`src/rtl/pwm_if.sv`:
```
// Register bus for the pwm peripheral: single-cycle write strobe, combinational read.
interface pwm_if;
  logic        write;
  logic [7:0]  addr_i;
  logic [31:0] wdata_i;
  logic [31:0] rdata_o;

  modport master (output write, output addr_i, output wdata_i, input rdata_o);
  modport slave  (input write, input addr_i, input wdata_i, output rdata_o);
endinterface

```
`src/rtl/pwm.sv`:
```
// Two-channel register-programmable PWM with per-channel prescaler, period and duty compare.
// Channel 2 is built only when the macro PWM_CH2_EN is defined; otherwise its outputs are 0 and its registers read 0.
module pwm_chan (
  input  logic        clk_i,
  input  logic        rst_ni,
  input  logic [3:0]  wr_sel,
  input  logic [31:0] wdata,
  output logic [31:0] ctrl,
  output logic [31:0] div,
  output logic [31:0] period,
  output logic [31:0] duty,
  output logic        pwm_out,
  output logic        oe
);
  logic [31:0] ctrl_r, div_r, period_r, duty_r;
  logic [31:0] pre_cnt_r, cnt_r;
  logic        en_s, div_en_s, tick_s, wrap_s;

  assign en_s     = ctrl_r[0];
  assign div_en_s = ctrl_r[2];

  // Register file, one-hot write select: ctrl, div, period, duty
  always_ff @(posedge clk_i or negedge rst_ni) begin
    if (!rst_ni) begin
      ctrl_r   <= 32'd0;
      div_r    <= 32'd0;
      period_r <= 32'd0;
      duty_r   <= 32'd0;
    end else begin
      if (wr_sel[0]) ctrl_r   <= wdata;
      if (wr_sel[1]) div_r    <= wdata;
      if (wr_sel[2]) period_r <= wdata;
      if (wr_sel[3]) duty_r   <= wdata;
    end
  end

  // Prescaler tick and period-wrap decisions; >= lets a shrunken DIV/PERIOD recover on the next tick
  always_comb begin
    tick_s = 1'b0;
    wrap_s = 1'b0;
    if (!div_en_s || (div_r <= 32'd1)) begin
      tick_s = en_s;
    end else begin
      tick_s = en_s && (pre_cnt_r >= (div_r - 32'd1));
    end
    if (period_r == 32'd0) begin
      wrap_s = 1'b1;
    end else begin
      wrap_s = (cnt_r >= (period_r - 32'd1));
    end
  end

  // Prescaler and period counters, cleared whenever the channel is disabled
  always_ff @(posedge clk_i or negedge rst_ni) begin
    if (!rst_ni) begin
      pre_cnt_r <= 32'd0;
      cnt_r     <= 32'd0;
    end else if (!en_s) begin
      pre_cnt_r <= 32'd0;
      cnt_r     <= 32'd0;
    end else begin
      if (tick_s || !div_en_s) begin
        pre_cnt_r <= 32'd0;
      end else begin
        pre_cnt_r <= pre_cnt_r + 32'd1;
      end
      if (tick_s) begin
        cnt_r <= wrap_s ? 32'd0 : (cnt_r + 32'd1);
      end
    end
  end

  assign pwm_out = en_s & (cnt_r < duty_r);
  assign oe      = ctrl_r[1];
  assign ctrl    = ctrl_r;
  assign div     = div_r;
  assign period  = period_r;
  assign duty    = duty_r;
endmodule

module pwm (
  input  logic clk_i,
  input  logic rst_ni,
  pwm_if.slave bus,
  output logic o_pwm,
  output logic o_pwm_2,
  output logic oe_pwm1,
  output logic oe_pwm2
);
  logic [3:0]  sel_s;
  logic        aligned_s;
  logic [3:0]  wr1_s;
  logic [31:0] ctrl1_s, div1_s, period1_s, duty1_s;
  logic [31:0] ctrl2_s, div2_s, period2_s, duty2_s;
  logic [31:0] rd1_s, rd2_s;

  function automatic logic [31:0] reg_mux(input logic [1:0] idx, input logic [31:0] a,
                                          input logic [31:0] b, input logic [31:0] c,
                                          input logic [31:0] d);
    case (idx)
      2'd0:    return a;
      2'd1:    return b;
      2'd2:    return c;
      2'd3:    return d;
      default: return 32'd0;
    endcase
  endfunction

  // Address decode: exact word match within 0x00-0x1C
  always_comb begin
    sel_s     = 4'b0000;
    aligned_s = (bus.addr_i[7:5] == 3'd0) && (bus.addr_i[1:0] == 2'd0);
    case (bus.addr_i[3:2])
      2'd0:    sel_s = 4'b0001;
      2'd1:    sel_s = 4'b0010;
      2'd2:    sel_s = 4'b0100;
      2'd3:    sel_s = 4'b1000;
      default: sel_s = 4'b0000;
    endcase
  end

  assign wr1_s = (bus.write && aligned_s && !bus.addr_i[4]) ? sel_s : 4'b0000;

  pwm_chan u_ch1 (
    .clk_i   (clk_i),
    .rst_ni  (rst_ni),
    .wr_sel  (wr1_s),
    .wdata   (bus.wdata_i),
    .ctrl    (ctrl1_s),
    .div     (div1_s),
    .period  (period1_s),
    .duty    (duty1_s),
    .pwm_out (o_pwm),
    .oe      (oe_pwm1)
  );

`ifdef PWM_CH2_EN
  logic [3:0] wr2_s;
  assign wr2_s = (bus.write && aligned_s && bus.addr_i[4]) ? sel_s : 4'b0000;

  pwm_chan u_ch2 (
    .clk_i   (clk_i),
    .rst_ni  (rst_ni),
    .wr_sel  (wr2_s),
    .wdata   (bus.wdata_i),
    .ctrl    (ctrl2_s),
    .div     (div2_s),
    .period  (period2_s),
    .duty    (duty2_s),
    .pwm_out (o_pwm_2),
    .oe      (oe_pwm2)
  );
`else
  assign ctrl2_s   = 32'd0;
  assign div2_s    = 32'd0;
  assign period2_s = 32'd0;
  assign duty2_s   = 32'd0;
  assign o_pwm_2   = 1'b0;
  assign oe_pwm2   = 1'b0;
`endif

  assign rd1_s = reg_mux(bus.addr_i[3:2], ctrl1_s, div1_s, period1_s, duty1_s);
  assign rd2_s = reg_mux(bus.addr_i[3:2], ctrl2_s, div2_s, period2_s, duty2_s);

  // Combinational read-back; unmapped addresses return 0
  always_comb begin
    bus.rdata_o = 32'd0;
    if (aligned_s && !bus.addr_i[4]) begin
      bus.rdata_o = rd1_s;
    end else if (aligned_s && bus.addr_i[4]) begin
      bus.rdata_o = rd2_s;
    end else begin
      bus.rdata_o = 32'd0;
    end
  end
endmodule

```
`src/flat_wrapper.sv`:
```
// flat-port wrapper written by rule: the top's interface ports become plain ports
module pwm_flat 
  (clk_i, rst_ni, o_pwm, o_pwm_2, oe_pwm1, oe_pwm2, bus_write, bus_addr_i, bus_wdata_i, bus_rdata_o);
  pwm_if bus_i ();
  input  logic clk_i;
  input  logic rst_ni;
  output logic o_pwm;
  output logic o_pwm_2;
  output logic oe_pwm1;
  output logic oe_pwm2;
  input wire logic [$bits(bus_i.write)-1:0] bus_write;
  input wire logic [$bits(bus_i.addr_i)-1:0] bus_addr_i;
  input wire logic [$bits(bus_i.wdata_i)-1:0] bus_wdata_i;
  output wire logic [$bits(bus_i.rdata_o)-1:0] bus_rdata_o;
  assign bus_i.write = bus_write;
  assign bus_i.addr_i = bus_addr_i;
  assign bus_i.wdata_i = bus_wdata_i;
  assign bus_rdata_o = bus_i.rdata_o;
  pwm u_core (.clk_i(clk_i), .rst_ni(rst_ni), .bus(bus_i), .o_pwm(o_pwm), .o_pwm_2(o_pwm_2), .oe_pwm1(oe_pwm1), .oe_pwm2(oe_pwm2));
endmodule
```
`config.mk`:
```
export PLATFORM = sky130hd
export DESIGN_NAME = pwm_flat
export DESIGN_NICKNAME = d
export VERILOG_FILES = /design/src/rtl/pwm_if.sv /design/src/rtl/pwm.sv /design/src/flat_wrapper.sv
export SDC_FILE = /design/constraint.sdc
export NUM_CORES = 1
export LEC_CHECK = 0
export CORE_ASPECT_RATIO = 1.1
export CORE_MARGIN = 4
export CORE_UTILIZATION = 61
export CTS_CLUSTER_SIZE = 40
export DETAILED_ROUTE_END_ITERATION = 8
export PLACE_DENSITY = 0.87
export SYNTH_ARGS = -nofsm -noshare
export SYNTH_HDL_FRONTEND = slang
export SYNTH_SLANG_ARGS = --single-unit
```
`constraint.sdc`:
```
create_clock -name clk_i -period 6.41 [get_ports clk_i]
set_clock_uncertainty 0.1 [all_clocks]
set_input_delay 1.282 -clock clk_i [delete_from_list [all_inputs] [get_ports clk_i]]
set_output_delay 1.282 -clock clk_i [all_outputs]
set_load 0.1 [all_outputs]
```
==> impl_metrics.json, run 1 <==
{
  "status": "finished, final reports clean",
  "crit_arrival_ns": 5.91,
  "yosysTopAreaCellShare_pct": 38.3,
  "timing.slew.headroom_pct": 23.6,
  "antenna_violations_before_repair": 0,
  "ys_top_cells_by_count": "dfrtp_1, mux2_2, ha_1, nand2_1, nor2_1",
  "dominantRegCellSynth": "dfrtp_1",
  "min-delay-start": "u_core.u_ch1.ctrl[23]$_DFFE_PN0P_",
  "reg2reg_depth": 15,
  "final_antenna_net_count": 0,
  "dieHeight_um": 158,
  "sequentialPowerShare_pct": 44.0,
  "ys.warnings.count": 0,
  "routed-via-count": 10129,
  "route.detailed.wl_per_inst_um": 22.5,
  "total_grt_overflow": 0,
  "vdd.ir_drop.worst_v": 0.000187,
  "synth_fa_ha_area_share_pct": 9.98,
  "compound_cell_area_share_of_the_yosys_netlist_pct": 9.59,
  "fin_crit_sh_pct": 87.7,
  "core_region_area_um2": 20000,
  "synthCells": 1180,
  "cp_data_required_time_ns": 6.70,
  "placedInstanceArea_um2": 13500,
  "design.portCount": 79,
  "min-delay-path-class": "flip-flop to flip-flop",
  "synth.avg_cell_area_um2": 10.6,
  "fin_hold_ws_ns": 0.409,
  "cts_sink_cnt": 192,
  "dr.first_iter.drc_count": 1136,
  "worst_setup_path_end_kind": "flip-flop",
  "postRouteWirelength_um": 34100,
  "number_of_global_route_vias_before_repair": 10383,
  "clockBufferDepth": 2,
  "synth_top_cell_by_area": "dfrtp_1",
  "pwr-share-clk_pct": 38.1,
  "antenna_cells_inserted": 0,
  "cts_buffers": 17,
  "cap_violations": 0,
  "mappedNetlistArea_um2": 12500,
  "setup_viol": 0,
  "dr.pass1.iters": 6,
  "num_rows": 54,
  "ys_async_sr_fraction_pct": 100,
  "swShare_pct": 28.6,
  "cts_setup_buffers": 0,
  "power_report.internal_total_mw": 2.11,
  "synth.ff_latch_count": 192,
  "die_width_um": 145,
  "worst-path-max-fanout": 30,
  "crit-reg2reg-capture": "u_core.u_ch1.cnt_r[0]$_DFFE_PN0P_",
  "tritoncts": "yes",
  "clock_tree.root_cell": "clkbuf_16",
  "synth.most_common_cell": "dfrtp_1",
  "final.fill_count": 1404,
  "share_comb_of_total_power_pct": 17.9,
  "synth-xor-area-share_pct": 5.80,
  "timing_max_transition_violations_final": 0,
  "startpoint_type": "flip-flop",
  "grt_setup_unrepaired": "false",
  "holdPathEnd": "u_core.u_ch1.ctrl[23]$_DFFE_PN0P_",
  "remaining_drc_errors": 0,
  "worst-setup-path-type": "flip-flop to flip-flop",
  "htreeDepth": 4,
  "initial_core_util_pct": 62.7,
  "globalplace.congestion": 0.909,
  "power.leakage_nw": 6.67,
  "post_cts_resize_count": 0,
  "gr-usage-all-layers_pct": 31.0,
  "regToRegSetupSlack_ns": 0.79,
  "design_area_um2": 14100,
  "hold_viol": 0,
  "worst_skew_pair.late_latency_ns": 0.45,
  "fin_nets": 1395,
  "viasPerCell": 6.68,
  "max_freq_mhz": 178,
  "drive_gt1_share_pct": 21.1,
  "design.die.area_um2": 22900,
  "post_cts_hold_buffer_count": 0,
  "cts.clk_slew.worst_paths_ns": 0.07,
  "fin_crit_ns": 5.62,
  "dp_hpwl_um": 24000,
  "layout_area_overhead_pct": 12.5,
  "synth_enable_flop_cells": 0,
  "ys_types": 62,
  "whs_path_depth": 1,
  "worst_reg2reg_path_startpoint": "u_core.u_ch1.div[2]$_DFFE_PN0P_",
  "synthMuxAreaShare_pct": 17.5,
  "netSwitchingPower_mw": 0.848,
  "synth_simple_gate_area_share_pct": 15.8,
  "timing_worst_slew_pin_value_ns": 1.15,
  "combinational_family_with_the_most_area_after_synthesis": "multiplexers",
  "grt_first_pass_wirelength_um": 55400,
  "cellPowerDensity_nw_per_um2": 210,
  "ys_seq_area_share_pct": 38.3,
  "largest_net_degree_at_the_start_of_global_routing": 96,
  "portBuffers": 76,
  "final.setup.tns_ns": 0,
  "synth_top_cells_by_area": "dfrtp_1, mux2_2, ha_1"
}
placed cells by master (no fill, tap or decap), types with 4 or more instances in the layout:
cell,instances
dfrtp_1,192
mux2_2,129
ha_1,100
nand2_1,76
nor2_1,70
xnor2_1,51
buf_4,50
inv_1,48
a21o_1,41
clkdlybuf4s50_1,41
a21oi_1,39
and2_1,38
o21ai_0,34
xor2_1,32
nor3_1,32
mux4_2,31
nand4_1,28
or3_1,27
nand3_1,27
nor4_1,19
a2111oi_0,17
clkbuf_16,17
or2_2,13
and3_1,10
or4_1,8
nand2b_1,7
and4_1,6
o211ai_1,5
a22o_1,5
o41ai_1,5
nor2b_1,4
cell families after synthesis:
| logic type | count (synthesis) |
|---|---|
| AO/OA/AOI/OAI | 174 |
| XOR/XNOR | 83 |
| adder cells (fa/ha/maj) | 100 |
| buffers and inverters | 90 |
| flip-flops | 192 |
| multiplexers | 163 |
| other | 1 |
| AND/OR/NAND/NOR | 377 |
routing by layer:
layer | track usage [%] | up-vias | routed length, µm
li1 | - | 4496 | -
met1 | 39.8 | 5069 | 13600
met2 | 52.6 | 453 | 17100
met3 | 5.23 | 111 | 2140
met4 | 12.2 | 0 | 1140
met5 | 0 | - | 0
flip-flops by register name, summed over array words and instances, names as in the netlist:
name and cells:
u_core.u_ch1.ctrl 32, u_core.u_ch1.period 32, u_core.u_ch1.duty 32, u_core.u_ch1.div 32, u_core.u_ch1.cnt_r 32, u_core.u_ch1.pre_cnt_r 32
final cells by class:
type / instances / area, µm² / share of cell area, %
multi-input cells: 899 / 7370 / 52.3
flip-flops and latches: 192 / 4800 / 34.1
repair buffers: 94 / 810 / 5.74
clock buffers: 19 / 453 / 3.21
well taps: 252 / 315 / 2.24
inverters: 48 / 180 / 1.28
clock inverters: 12 / 156 / 1.11
critical path: stages (launching register included):
cell	delay, ns
dfrtp_1	0.48
or4_1	0.65
nor3_1	0.45
nand3_1	0.20
nor3_1	0.49
nand3_1	0.23
nor3_1	0.37
xnor2_1	0.13
ha_1	0.33
nand4_1	0.18
or2_2	0.38
nor3_1	0.31
a211oi_2	0.11
buf_4	0.26
nor3_1	0.61
mux2_2	0.27
power by group through the flow:
stage / Clock [mW] / Sequential, mW / Combinational (mW)
6_report: 1.13 / 1.30 / 0.529
3_3_place_gp: 0 / 1.32 / 0.492
3_5_place_dp: 0 / 1.32 / 0.512
5_1_grt: 1.19 / 1.31 / 0.578
2_1_floorplan: 0 / 1.30 / 0.359
4_1_cts: 1.13 / 1.30 / 0.524
stage by stage:
stage          cells  setup slack (ns)  utilization, %  power, mW
2_1_floorplan   1181              1.60               -       1.66
3_3_place_gp    1485              1.24            67.4       1.81
3_5_place_dp    1485              1.07            67.4       1.84
4_1_cts         1516             0.946            70.5       2.96
5_1_grt         1516             0.556            70.5       3.07
6_report        1516             0.786            70.5       2.96
worst max path at each step:
stage                                               start                                  to  slack, ns  depth (start not counted)
final                     u_core.u_ch1.div[2]$_DFFE_PN0P_   u_core.u_ch1.cnt_r[0]$_DFFE_PN0P_       0.79                         15
after global routing      u_core.u_ch1.div[2]$_DFFE_PN0P_   u_core.u_ch1.cnt_r[0]$_DFFE_PN0P_       0.56                         15
after CTS                 u_core.u_ch1.div[2]$_DFFE_PN0P_   u_core.u_ch1.cnt_r[0]$_DFFE_PN0P_       0.95                         15
after detailed placement  u_core.u_ch1.div[7]$_DFFE_PN0P_   u_core.u_ch1.cnt_r[0]$_DFFE_PN0P_       1.07                         15
after global placement    u_core.u_ch1.div[2]$_DFFE_PN0P_   u_core.u_ch1.cnt_r[0]$_DFFE_PN0P_       1.24                         15
after floorplan           u_core.u_ch1.div[7]$_DFFE_PN0P_  u_core.u_ch1.cnt_r[23]$_DFFE_PN0P_       1.60                         16
(Power assumes the default switching activity.)
==> inputs of run 2 (changes only) <==
Settings changed: CTS_CLUSTER_SIZE 40 to unset.
==> results of run 2 <==
Same layout as run 1: the final DEF is identical, and so are final timing and power.
==> inputs of run 3 (changes only) <==
Clock period 6.41 ns to 6.3 ns, I/O delays scaled along.
==> run 3 against run 2 <==
Against the previous run:
- worst hold slack got worse by 0.0014 ns
- global-route usage down 0.40 points
- cell count did not move
- wire length decreased by 0.14%
- non-clock buffer count up 1
- critical endpoint is now u_core.u_ch1.cnt_r[3]$_DFFE_PN0P_
- clock-buffer cell count increased by 2
- sequential cell count is the same
- via count down 0.34%
- design area down 0.23%
- core utilization fell by 0.16 points
- die area is the same
- largest cell class unchanged
==> impl_metrics.json, run 3 (synthesis results as in run 1) <==
{
  "timing_worst_slew_pin_value_ns": 1.14,
  "antenna_cells_inserted": 0,
  "clockBufferDepth": 2,
  "cts_setup_buffers": 0,
  "reg2reg_depth": 16,
  "netSwitchingPower_mw": 0.837,
  "min-delay-start": "u_core.u_ch1.ctrl[10]$_DFFE_PN0P_",
  "grt_first_pass_wirelength_um": 54600,
  "crit_arrival_ns": 6.04,
  "final.setup.tns_ns": 0,
  "dr.max_layer_used": "met4",
  "die_width_um": 145,
  "core_region_area_um2": 20000,
  "status": "finished, final reports clean",
  "worst_skew_pair.late_latency_ns": 0.44,
  "initial_core_util_pct": 62.7,
  "dr.pass1.iters": 7,
  "tritoncts": "yes",
  "share_comb_of_total_power_pct": 18.2,
  "sequentialPowerShare_pct": 45.1,
  "final_antenna_net_count": 0,
  "dp_hpwl_um": 24400,
  "holdPathEnd": "u_core.u_ch1.ctrl[10]$_DFFE_PN0P_",
  "layout.cells.most_common": "dfrtp_1",
  "fin_crit_sh_pct": 92.4,
  "cts_sink_cnt": 192,
  "design_area_um2": 14100,
  "min-delay-path-class": "flip-flop to flip-flop",
  "cp_data_required_time_ns": 6.52,
  "antenna_violations_before_repair": 0,
  "largest_net_degree_at_the_start_of_global_routing": 78,
  "cap_violations": 0,
  "max_freq_mhz": 172,
  "setup_viol": 0,
  "layout_common_cells": "dfrtp_1, mux2_2, ha_1",
  "clock_tree.root_cell": "clkbuf_16",
  "post_cts_resize_count": 0,
  "timing.slew.headroom_pct": 23.7,
  "cts_buffers": 17,
  "portBuffers": 76,
  "swShare_pct": 28.4,
  "num_rows": 54,
  "hold_viol": 0,
  "regToRegSetupSlack_ns": 0.48,
  "dr.first_iter.drc_count": 856,
  "total_grt_overflow": 0,
  "timing_max_transition_violations_final": 0,
  "post_cts_hold_buffer_count": 0,
  "routed-via-count": 10095,
  "worst-setup-path-type": "flip-flop to flip-flop",
  "fin_nets": 1396,
  "cts.clk_slew.worst_paths_ns": 0.07,
  "placedInstanceArea_um2": 13500,
  "startpoint_type": "flip-flop",
  "worst_setup_path_end_kind": "flip-flop",
  "cellPowerDensity_nw_per_um2": 209,
  "grt_setup_unrepaired": "false",
  "remaining_drc_errors": 0,
  "worst_reg2reg_path_startpoint": "u_core.u_ch1.div[3]$_DFFE_PN0P_",
  "postRouteWirelength_um": 34000,
  "design.die.area_um2": 22900,
  "htreeDepth": 4,
  "gr-usage-all-layers_pct": 30.6,
  "whs_path_depth": 1,
  "pwr-share-clk_pct": 36.7,
  "met3_length_um": 2400,
  "met1_length_um": 13300,
  "route.detailed.wl_per_inst_um": 22.4,
  "fin_crit_ns": 5.82,
  "worst-path-max-fanout": 16,
  "dieHeight_um": 158,
  "viasPerCell": 6.66,
  "layout_area_overhead_pct": 12.2,
  "power_report.internal_total_mw": 2.11,
  "power.leakage_nw": 6.66,
  "design.portCount": 79,
  "crit-reg2reg-capture": "u_core.u_ch1.cnt_r[3]$_DFFE_PN0P_",
  "number_of_global_route_vias_before_repair": 10258,
  "drive_gt1_share_pct": 21.0,
  "vdd.ir_drop.worst_v": 0.000192,
  "globalplace.congestion": 0.952,
  "met2RoutedLength_um": 16700
}
[run 3: changes by cell type in the layout (fill, tap and decap cells not counted)]
cell and delta:
clkbuf_1 +2, buf_4 +1, clkinv_4 -1, inv_6 -1, bufinv_16 -1
[run 3: critical path, cell delays in order (launching register included)]
cell and delay, ns:
dfrtp_1 0.45, or4_1 0.66, nor3_1 0.46, nand3_1 0.20, nor3_1 0.56, nand3_1 0.26
nor3_1 0.30, xnor2_1 0.18, ha_1 0.31, nand4_1 0.16, or2_2 0.17, nor2_1 0.07
a22o_1 0.23, a211oi_2 0.72, buf_4 0.35, nor3_1 0.15, a221o_1 0.36
[run 3: worst max path at each step]
stage                                     from                                 end  slack, ns  depth (start not counted)
2_1_floorplan  u_core.u_ch1.div[7]$_DFFE_PN0P_  u_core.u_ch1.cnt_r[23]$_DFFE_PN0P_       1.49                         16
3_3_place_gp   u_core.u_ch1.div[7]$_DFFE_PN0P_   u_core.u_ch1.cnt_r[3]$_DFFE_PN0P_       0.89                         16
3_5_place_dp   u_core.u_ch1.div[3]$_DFFE_PN0P_   u_core.u_ch1.cnt_r[3]$_DFFE_PN0P_       0.76                         16
4_1_cts        u_core.u_ch1.div[3]$_DFFE_PN0P_   u_core.u_ch1.cnt_r[3]$_DFFE_PN0P_       0.58                         16
5_1_grt        u_core.u_ch1.div[3]$_DFFE_PN0P_   u_core.u_ch1.cnt_r[3]$_DFFE_PN0P_       0.11                         16
6_report       u_core.u_ch1.div[3]$_DFFE_PN0P_   u_core.u_ch1.cnt_r[3]$_DFFE_PN0P_       0.48                         16
[run 3: layer usage]
layer / track usage (%) / vias to the layer above
met1: 38.7 / 5004
met5: 0 / -
met2: 51.3 / 481
li1: - / 4479
met4: 14.1 / 0
met3: 5.44 / 131
[run 3: power by group through the flow]
stage	Sequential (mW)	Combinational [mW]	Clock, mW
after floorplan	1.33	0.365	0
after global placement	1.34	0.496	0
after detailed placement	1.35	0.520	0
after CTS	1.32	0.533	1.08
after global routing	1.33	0.589	1.15
final	1.33	0.537	1.08
[run 3: stage by stage]
step	power, mW	setup WS [ns]	std cells	hold slack, ns	utilization [%]
global route	3.06	0.110	1516	0.430	70.3
finish	2.94	0.480	1516	0.408	70.3
detailed placement	1.87	0.758	1486	0.394	67.5
global placement	1.84	0.892	1486	0.385	67.5
floorplan	1.69	1.49	1181	0.373	-
CTS	2.94	0.582	1516	0.412	70.3
[run 3: layout make-up]
| class | instances | area (µm²) |
|---|---|---|
| multi-input combinational | 899 | 7370 |
| fill | 1383 | 5940 |
| sequential | 192 | 4800 |
| timing repair buffer | 95 | 817 |
| clock buffer | 21 | 460 |
| tap | 252 | 315 |
| inverter | 48 | 180 |
| clock inverter | 9 | 109 |
